`config.mk`:
```
export PLATFORM = sky130hd
export DESIGN_NAME = rvfi_dmem_responder_flat
export DESIGN_NICKNAME = d
export VERILOG_FILES = /design/src/rtl/rvfi_dmem_responder_if.sv /design/src/rtl/rvfi_dmem_responder.sv /design/src/flat_wrapper.sv
export SDC_FILE = /design/constraint.sdc
export NUM_CORES = 1
export LEC_CHECK = 0
export CAP_MARGIN = 20
export CORE_ASPECT_RATIO = 1.4
export CORE_MARGIN = 4
export CORE_UTILIZATION = 45
export DETAILED_ROUTE_END_ITERATION = 8
export PLACE_DENSITY_LB_ADDON = 0.1
export SETUP_SLACK_MARGIN = 0.02
export SLEW_MARGIN = 20
export SYNTH_ARGS = -nofsm -noshare
export SYNTH_HDL_FRONTEND = slang
export SYNTH_SLANG_ARGS = --single-unit
```
`constraint.sdc`:
```
create_clock -name clock -period 2.65 [get_ports clock]
set_input_delay 0.3975 -clock clock [delete_from_list [all_inputs] [get_ports clock]]
set_output_delay 0.3975 -clock clock [all_outputs]
set_load 0.1 [all_outputs]
```
`src/rtl/rvfi_dmem_responder_if.sv`:
```
// Core-side valid/ready load/store bus.
// The core drives master and the responder model takes slave.
interface rvfi_dmem_responder_if #(
  parameter int XLEN = 32
) ();
  localparam int NB = XLEN / 8;

  logic            req_valid;
  logic            req_ready;
  logic [XLEN-1:0] req_addr;
  logic [NB-1:0]   req_wstrb;
  logic [XLEN-1:0] req_wdata;
  logic            resp_valid;
  logic            resp_ready;
  logic [XLEN-1:0] resp_rdata;

  modport master (
    output req_valid,
    output req_addr,
    output req_wstrb,
    output req_wdata,
    output resp_ready,
    input  req_ready,
    input  resp_valid,
    input  resp_rdata
  );

  modport slave (
    input  req_valid,
    input  req_addr,
    input  req_wstrb,
    input  req_wdata,
    input  resp_ready,
    output req_ready,
    output resp_valid,
    output resp_rdata
  );
endinterface

```
`src/rtl/rvfi_dmem_responder.sv`:
```
// Single-outstanding data-memory responder with a word-array store.
// Emits one RVFI memory record per completed access.
module rvfi_dmem_responder #(
  parameter int XLEN    = 32,
  parameter int DEPTH   = 16,
  parameter int LATENCY = 2
) (
  input  logic                 clock,
  input  logic                 reset,
  rvfi_dmem_responder_if.slave bus,
  output logic                 rvfi_valid,
  output logic [XLEN-1:0]      rvfi_mem_addr,
  output logic [XLEN/8-1:0]    rvfi_mem_rmask,
  output logic [XLEN/8-1:0]    rvfi_mem_wmask,
  output logic [XLEN-1:0]      rvfi_mem_rdata,
  output logic [XLEN-1:0]      rvfi_mem_wdata
);
  localparam int NB = XLEN / 8;
  localparam int OB = $clog2(NB);
  localparam int IW = $clog2(DEPTH);
  localparam logic [3:0] CNT_INIT =
    (LATENCY > 1) ? 4'(LATENCY - 2) : 4'd0;

  typedef enum logic [1:0] {
    IDLE,
    WAIT,
    RESP
  } state_e;

  state_e          state_q;
  logic [3:0]      cnt_q;
  logic            req_ready_q;
  logic            resp_valid_q;
  logic [XLEN-1:0] addr_q;
  logic [NB-1:0]   wstrb_q;
  logic [XLEN-1:0] wdata_q;
  logic [XLEN-1:0] rdata_q;
  logic [XLEN-1:0] mem_q [DEPTH];

  logic [XLEN-1:0] addr_d;
  logic [XLEN-1:0] wdata_d;
  logic [XLEN-1:0] rdata_d;
  logic [IW-1:0]   rd_idx;
  logic            rd_is_wr;
  logic            commit;

  // Byte offset bits never select anything: accesses are word aligned.
  logic unused_addr_lsb;
  assign unused_addr_lsb = ^bus.req_addr[OB-1:0];

  assign addr_d = {bus.req_addr[XLEN-1:OB], {OB{1'b0}}};
  assign commit = (state_q == RESP) && bus.resp_ready;

  // Store data with unstrobed lanes zeroed, as reported in the record.
  always_comb begin
    wdata_d = '0;
    for (int i = 0; i < NB; i++) begin
      if (bus.req_wstrb[i]) begin
        wdata_d[8*i +: 8] = bus.req_wdata[8*i +: 8];
      end
    end
  end

  // Load data seen on the edge that enters RESP; stores return zero.
  always_comb begin
    if (LATENCY == 1) begin
      rd_idx   = bus.req_addr[OB +: IW];
      rd_is_wr = |bus.req_wstrb;
    end else begin
      rd_idx   = addr_q[OB +: IW];
      rd_is_wr = |wstrb_q;
    end
    rdata_d = rd_is_wr ? '0 : mem_q[rd_idx];
  end

  // Request FSM with registered handshake outputs and captured request.
  always_ff @(posedge clock) begin
    if (reset) begin
      state_q      <= IDLE;
      cnt_q        <= '0;
      req_ready_q  <= 1'b1;
      resp_valid_q <= 1'b0;
      addr_q       <= '0;
      wstrb_q      <= '0;
      wdata_q      <= '0;
      rdata_q      <= '0;
    end else begin
      unique case (state_q)
        IDLE: begin
          if (bus.req_valid) begin
            addr_q      <= addr_d;
            wstrb_q     <= bus.req_wstrb;
            wdata_q     <= wdata_d;
            req_ready_q <= 1'b0;
            if (LATENCY == 1) begin
              state_q      <= RESP;
              resp_valid_q <= 1'b1;
              rdata_q      <= rdata_d;
            end else begin
              state_q <= WAIT;
              cnt_q   <= CNT_INIT;
            end
          end
        end
        WAIT: begin
          if (cnt_q == '0) begin
            state_q      <= RESP;
            resp_valid_q <= 1'b1;
            rdata_q      <= rdata_d;
          end else begin
            cnt_q <= cnt_q - 4'd1;
          end
        end
        RESP: begin
          if (bus.resp_ready) begin
            state_q      <= IDLE;
            resp_valid_q <= 1'b0;
            req_ready_q  <= 1'b1;
            rdata_q      <= '0;
          end
        end
        default: state_q <= IDLE;
      endcase
    end
  end

  // Store commits strobed lanes on the response handshake only.
  always_ff @(posedge clock) begin
    if (!reset && commit) begin
      for (int i = 0; i < NB; i++) begin
        if (wstrb_q[i]) begin
          mem_q[addr_q[OB +: IW]][8*i +: 8] <= wdata_q[8*i +: 8];
        end
      end
    end
  end

  assign bus.req_ready  = req_ready_q;
  assign bus.resp_valid = resp_valid_q;
  assign bus.resp_rdata = rdata_q;

  assign rvfi_valid     = resp_valid_q & bus.resp_ready;
  assign rvfi_mem_addr  = rvfi_valid ? addr_q : '0;
  assign rvfi_mem_rmask = (rvfi_valid && wstrb_q == '0) ? '1 : '0;
  assign rvfi_mem_wmask = rvfi_valid ? wstrb_q : '0;
  assign rvfi_mem_rdata = rvfi_valid ? rdata_q : '0;
  assign rvfi_mem_wdata = rvfi_valid ? wdata_q : '0;
endmodule

```
`src/flat_wrapper.sv`:
```
// flat-port wrapper written by rule: the top's interface ports become plain ports
module rvfi_dmem_responder_flat 
#(
  parameter int XLEN    = 32,
  parameter int DEPTH   = 16,
  parameter int LATENCY = 2
)
  (clock, reset, rvfi_valid, rvfi_mem_addr, rvfi_mem_rmask, rvfi_mem_wmask, rvfi_mem_rdata, rvfi_mem_wdata, bus_req_valid, bus_req_addr, bus_req_wstrb, bus_req_wdata, bus_resp_ready, bus_req_ready, bus_resp_valid, bus_resp_rdata);
  rvfi_dmem_responder_if #(.XLEN(XLEN)) bus_i ();
  input  logic clock;
  input  logic reset;
  output logic rvfi_valid;
  output logic [XLEN-1:0] rvfi_mem_addr;
  output logic [XLEN/8-1:0] rvfi_mem_rmask;
  output logic [XLEN/8-1:0] rvfi_mem_wmask;
  output logic [XLEN-1:0] rvfi_mem_rdata;
  output logic [XLEN-1:0] rvfi_mem_wdata;
  input wire logic [$bits(bus_i.req_valid)-1:0] bus_req_valid;
  input wire logic [$bits(bus_i.req_addr)-1:0] bus_req_addr;
  input wire logic [$bits(bus_i.req_wstrb)-1:0] bus_req_wstrb;
  input wire logic [$bits(bus_i.req_wdata)-1:0] bus_req_wdata;
  input wire logic [$bits(bus_i.resp_ready)-1:0] bus_resp_ready;
  output wire logic [$bits(bus_i.req_ready)-1:0] bus_req_ready;
  output wire logic [$bits(bus_i.resp_valid)-1:0] bus_resp_valid;
  output wire logic [$bits(bus_i.resp_rdata)-1:0] bus_resp_rdata;
  assign bus_i.req_valid = bus_req_valid;
  assign bus_i.req_addr = bus_req_addr;
  assign bus_i.req_wstrb = bus_req_wstrb;
  assign bus_i.req_wdata = bus_req_wdata;
  assign bus_i.resp_ready = bus_resp_ready;
  assign bus_req_ready = bus_i.req_ready;
  assign bus_resp_valid = bus_i.resp_valid;
  assign bus_resp_rdata = bus_i.resp_rdata;
  rvfi_dmem_responder #(.XLEN(XLEN), .DEPTH(DEPTH), .LATENCY(LATENCY)) u_core (.clock(clock), .reset(reset), .bus(bus_i), .rvfi_valid(rvfi_valid), .rvfi_mem_addr(rvfi_mem_addr), .rvfi_mem_rmask(rvfi_mem_rmask), .rvfi_mem_wmask(rvfi_mem_wmask), .rvfi_mem_rdata(rvfi_mem_rdata), .rvfi_mem_wdata(rvfi_mem_wdata));
endmodule
```
# After elaboration in Yosys (flattened, before gate mapping)
# Memory sizes are Yosys's and may differ from the RTL's. A register that Yosys moved wholly into a read port is not among the register bits.
# Index checks and enable logic that the tools add are counted.
# totals
mem_count,1
out_inout_bits,139
in_bits,72
ramBits,512
latchBits,0
rom_bits,0
regBits,106
word_cells,73
# op_classes
shift,0
n_div,0
mul,0
eq_ne,6
bitwise,1
add_sub_neg,1
n_reduce_logical,16
n_mux,40
order_cmp,0
# memory_table
memory,depth,word_bits,rd,rd_clocked_by_memory_dff,wr,line,text
u_core.mem_q,16,32,1,1,1,rvfi_dmem_responder.sv:38,logic [XLEN-1:0] mem_q [DEPTH];
# ops
op,n
32-bit 2-to-1 mux,6
32-bit one-hot mux with 2 select lines,1
8-bit 2-to-1 mux,4
4-bit 2-to-1 mux,6
1-bit 2-to-1 mux,16
3-bit AND reduction,4
4-bit logical NOT,2
4-bit one-hot mux with 2 select lines,1
2-bit 2-to-1 mux,3
"2-bit != test, second input constant",3
2-bit one-hot mux with 3 select lines,1
2-bit nonzero test,3
1-bit one-hot mux with 2 select lines,2
4-bit OR reduction,1
"4-bit by 1-bit subtractor with 4-bit output, second input constant",1
1-bit logical AND,3
"2-bit by 1-bit == test with 1-bit output, second input constant",1
"2-bit == test, second input constant",1
2-bit logical NOT,1
"2-bit by 1-bit != test with 1-bit output, second input constant",1
2-bit AND reduction,1
1-bit bitwise AND,1
1-bit logical NOT,1

# Depth between registers and ports, before layout
# Gate-level depths: netlist (run 1).
# depth
word_depth,5
ltp_mapped,8
depth_no_buf,6

# Least setup slack after synthesis (run 1)
# Ideal clock, no wire load.
# synth_path
kind,reg2out
start,"register u_core.resp_valid_q, in the netlist u_core.bus.resp_valid"
end,output rvfi_mem_rmask[1]
arrival_time_ps,3621
required_time_ps,2253
path_buffers,3
path_slack_ps,-1368
path_stages_with_launch,6
cell_sequence,dfxtp_1 -> clkbuf_1 -> clkbuf_1 -> and2_1 -> and2_1 -> buf_4
# synth_between
elab_chain_cells,3
# synth_rtl
element,line,text
from (decl),rvfi_dmem_responder.sv:33,logic resp_valid_q;
from (signal assigned),rvfi_dmem_responder.sv:82,resp_valid_q <= 1'b0;
from (signal assigned),rvfi_dmem_responder.sv:97,resp_valid_q <= 1'b1;
from (signal assigned),rvfi_dmem_responder.sv:108,resp_valid_q <= 1'b1;
1-bit bitwise AND,rvfi_dmem_responder.sv:142,assign rvfi_valid = resp_valid_q & bus.resp_ready;
via rvfi_valid,flat_wrapper.sv:12,output logic rvfi_valid;
1-bit logical AND,rvfi_dmem_responder.sv:144,assign rvfi_mem_rmask = (rvfi_valid && wstrb_q == '0) ? '1 : '0;
4-bit 2-to-1 mux,rvfi_dmem_responder.sv:144,
to (decl),flat_wrapper.sv:14,output logic [XLEN/8-1:0] rvfi_mem_rmask;
# The timed path passes the listed nets, and every way through them passes these cells.

# Final worst setup path (run 1)
# layout_path
start,register u_core.wstrb_q[3]
end,output rvfi_mem_rmask[2]
# layout_between
elab_chain_cells,3
# layout_rtl
element,line,text
from (decl),rvfi_dmem_responder.sv:35,logic [NB-1:0] wstrb_q;
from (signal assigned),rvfi_dmem_responder.sv:92,wstrb_q <= bus.req_wstrb;
4-bit logical NOT,rvfi_dmem_responder.sv:144,
1-bit logical AND,rvfi_dmem_responder.sv:144,
4-bit 2-to-1 mux,rvfi_dmem_responder.sv:144,
# No other way between the ends.

==> results of run 1 <==
-- registers in the layout, indices dropped and copies added, names as in the netlist, named ones only --
| signal | flops |
|---|---|
| u_core.mem_q | 512 |
| u_core.bus.resp_rdata | 32 |
| u_core.wdata_q | 32 |
| u_core.addr_q | 30 |
| u_core.cnt_q | 4 |
| u_core.wstrb_q | 4 |
| u_core.state_q | 2 |
| u_core.bus.req_ready | 1 |
| u_core.bus.resp_valid | 1 |
-- through the flow --
stage	cells	setup slack [ns]	power [mW]
2_1_floorplan	1424	0.0917	12.0
3_3_place_gp	2331	0.461	12.6
3_5_place_dp	2331	0.408	12.6
4_1_cts	2439	0.149	21.1
5_1_grt	2439	0.0839	21.7
6_report	2441	0.169	20.9
-- path summary, 6_finish.rpt --
path / startpoint / endpoint / slack, ns / cells after the start
max: u_core.wstrb_q[3] / rvfi_mem_rmask[2] / 0.17 / 3
max reg2reg: u_core.wstrb_q[3] / u_core.bus.resp_rdata[29] / 0.34 / 5
min: reset / u_core.bus.resp_valid / 0.04 / 2
min reg2reg: u_core.addr_q[23] / u_core.addr_q[23] / 0.45 / 2
-- Yosys cell counts (all sizes together) --
library cell / count / area [µm²]
dfxtp: 110 / 2200
nand2b: 1 / 6.26
conb: 1 / 3.75
xor2: 2 / 17.5
mux2i: 32 / 320
nand3b: 1 / 7.51
nor3b: 3 / 22.5
nor3: 36 / 180
and3: 98 / 613
nand4: 1 / 6.26
mux2: 32 / 360
and3b: 1 / 8.76
inv: 4 / 15.0
nor4: 1 / 6.26
or3b: 1 / 8.76
ha: 2 / 25.0
clkbuf: 77 / 289
o21bai: 1 / 7.51
nor2b: 5 / 31.3
nand2: 117 / 439
and2: 2 / 12.5
or2: 2 / 12.5
mux4: 128 / 2880
nand4b: 1 / 8.76
a21oi: 73 / 365
nor2: 69 / 259
a221o: 32 / 320
buf: 36 / 210
nand3: 42 / 210
edfxtp: 512 / 15400
-- layer usage --
metal	track usage [%]	vias to the layer above	part of all wire [%]
met5	0	-	0
met4	4.74	0	2.1
met3	4.16	83	6.5
met2	34.8	367	51
met1	25.8	6896	40
li1	-	6072	-
-- critical path, cell delays in order (launching register included) --
cell,delay (ns)
dfxtp_1,0.35
nor4_1,0.61
and2_4,0.33
buf_12,0.19
-- final cells by class --
cell class | instances | area (µm²)
multi-input cells | 685 | 6160
flip-flops and latches | 622 | 17600
repair buffers | 306 | 3880
well taps | 714 | 893
clock inverters | 36 | 377
clock buffers | 72 | 1610
fillers | 4194 | 22800
inverters | 4 | 15.0
diodes | 2 | 5.00
-- power by group --
group / internal, mW / switching (mW) / total (mW)
combinational: 0.617 / 0.951 / 1.57
sequential: 10.6 / 0.188 / 10.8
clock: 4.98 / 3.57 / 8.55
total: 16.2 / 4.71 / 20.9
-- kinds of logic after synthesis --
family	after synthesis
flip-flops	622
AND/OR/NAND/NOR	381
multiplexers	192
buffers and inverters	117
AO/OA/AOI/OAI	106
adder cells (fa/ha/maj)	2
XOR/XNOR	2
other	1
==> summary.txt, run 1 <==
Synth
  – Post-Synth XOR/XNOR Area: 0.0723%
  – #FFs+latches synth: 622
  – Mapped Cells: 1423
  – Compound-cell area share of the yosys netlist: 2.86%
  – Syn Std Cell Area: 0.0242 mm²
  – Largest family of logic cells by synthesized area: multiplexers
  – Syn Area/Cell: 17.0 µm²
  – Ys Warns: 0
  – Post-synthesis cell type count: 33
  – Multiplexer area fraction after synthesis: 14.7%
  – Sequential area share after synthesis: 72.6%
  – Post-Synth Adder-Cell Area: 0.103%
  – Simple logic cell fraction of the synthesized area: 7.57%

Die
  – Die ar.: 0.0577 mm²
  – Die Y: 283 µm
  – Core area: 0.0533 mm²
  – # IOs: 211
  – DIE WIDTH: between 200 and 250 µm
  – Initial core utilization: 45.5%
  – Std cell rows: 100

Clock network
  – Worst-Skew Late Latency: 0.60 ns
  – Root buffer cell: clkbuf_16
  – CTS buffer count: 57
  – Clock Pin Slew Worst Setup and Hold Paths: 0.07 ns
  – PostCTS Resize Cnt: 0
  – Post-CTS setup buffers: 0
  – CTS H-tree depth: 2
  – Hold Buf Count CTS: 0
  – Clock Path Buffers: 3
  – CTS Sinks: 622
  – CTS tree: yes

Setup path
  – Critical Path Source Type: flip-flop
  – Worst Path Required: 2.25 ns
  – CP Max Fanout: 4
  – WP data arrival: roughly 2.1 ns
  – WS Path Type: reg -> out
  – Crit end category: output port

Cells and area
  – Area Overhead vs Synth: 26.0%
  – Util after Layout: a little under three fifths
  – Most frequent cells in the layout: 512 x edfxtp_1, 128 x mux4_2, 126 x buf_4
  – Layout cell share with drive strength beyond 1: about 29%
  – Post-route cell area: roughly 0.031 mm²
  – Commonest non-fill, non-tap cell in the layout: edfxtp_1
  – Nets: between 1.5k and 2k

STA
  – Post-layout min period: 2.48 ns
  – Fmax achieved: 403 MHz
  – Final hold vios: 0
  – Period utilisation layout: 93.6%
  – Slew Limit Headroom: 32.2%
  – Slew @ Worst Pin: 1.02 ns
  – Final setup fails: 0
  – Final Max Slew Viols: 0
  – RSZ-0062 raised after global routing: no
  – Worst hold margin: approximately 0.044 ns
  – Setup TNS: 0 ns
  – Worst Clk Skew: 0.0266 ns

Global route
  – First-pass GRT wire length: slightly below 90000 µm
  – Number of global-route vias before repair: 14.0k
  – Pin count of the biggest net entering global routing: between 100 and 150
  – Gr usage total: between 10% and 20%
  – Total congestion overflow: 0
  – Initial antenna violation count: 2

Placement
  – Routability Congestion: 0.725
  – Port Buffers: 206
  – Post-DP Area: 0.0285 mm²
  – HPWL after DPL: between 30000 and 40000 µm

Run
  – Max Cap Viol: 0

Route
  – Initial drt markers: 1082
  – Routed Antenna Nets: 0
  – Routed via count: approximately 13k
  – Via density: 5.50
  – 1st-pass router iterations: 6
  – Residual DRC: 0
  – Total wire length: a little under 60000 µm
  – Routed len/inst: about 24 µm

Status
  – Outcome: complete, no violations

Pwr
  – Max IR drop VDD: between 400 and 500 µV
  – Leak Pwr: 10.9 nW
  – PwrDens: 686 mW/mm²

Worst hold path
  – Min-delay worst type: in -> reg
Note: power is estimated with default switching activity, not from simulation.
==> run 2: changes to the inputs <==
Settings changed: CAP_MARGIN 20 to default.
==> results of run 2 <==
Same layout as run 1: the final DEF is identical, and so are final timing and power.
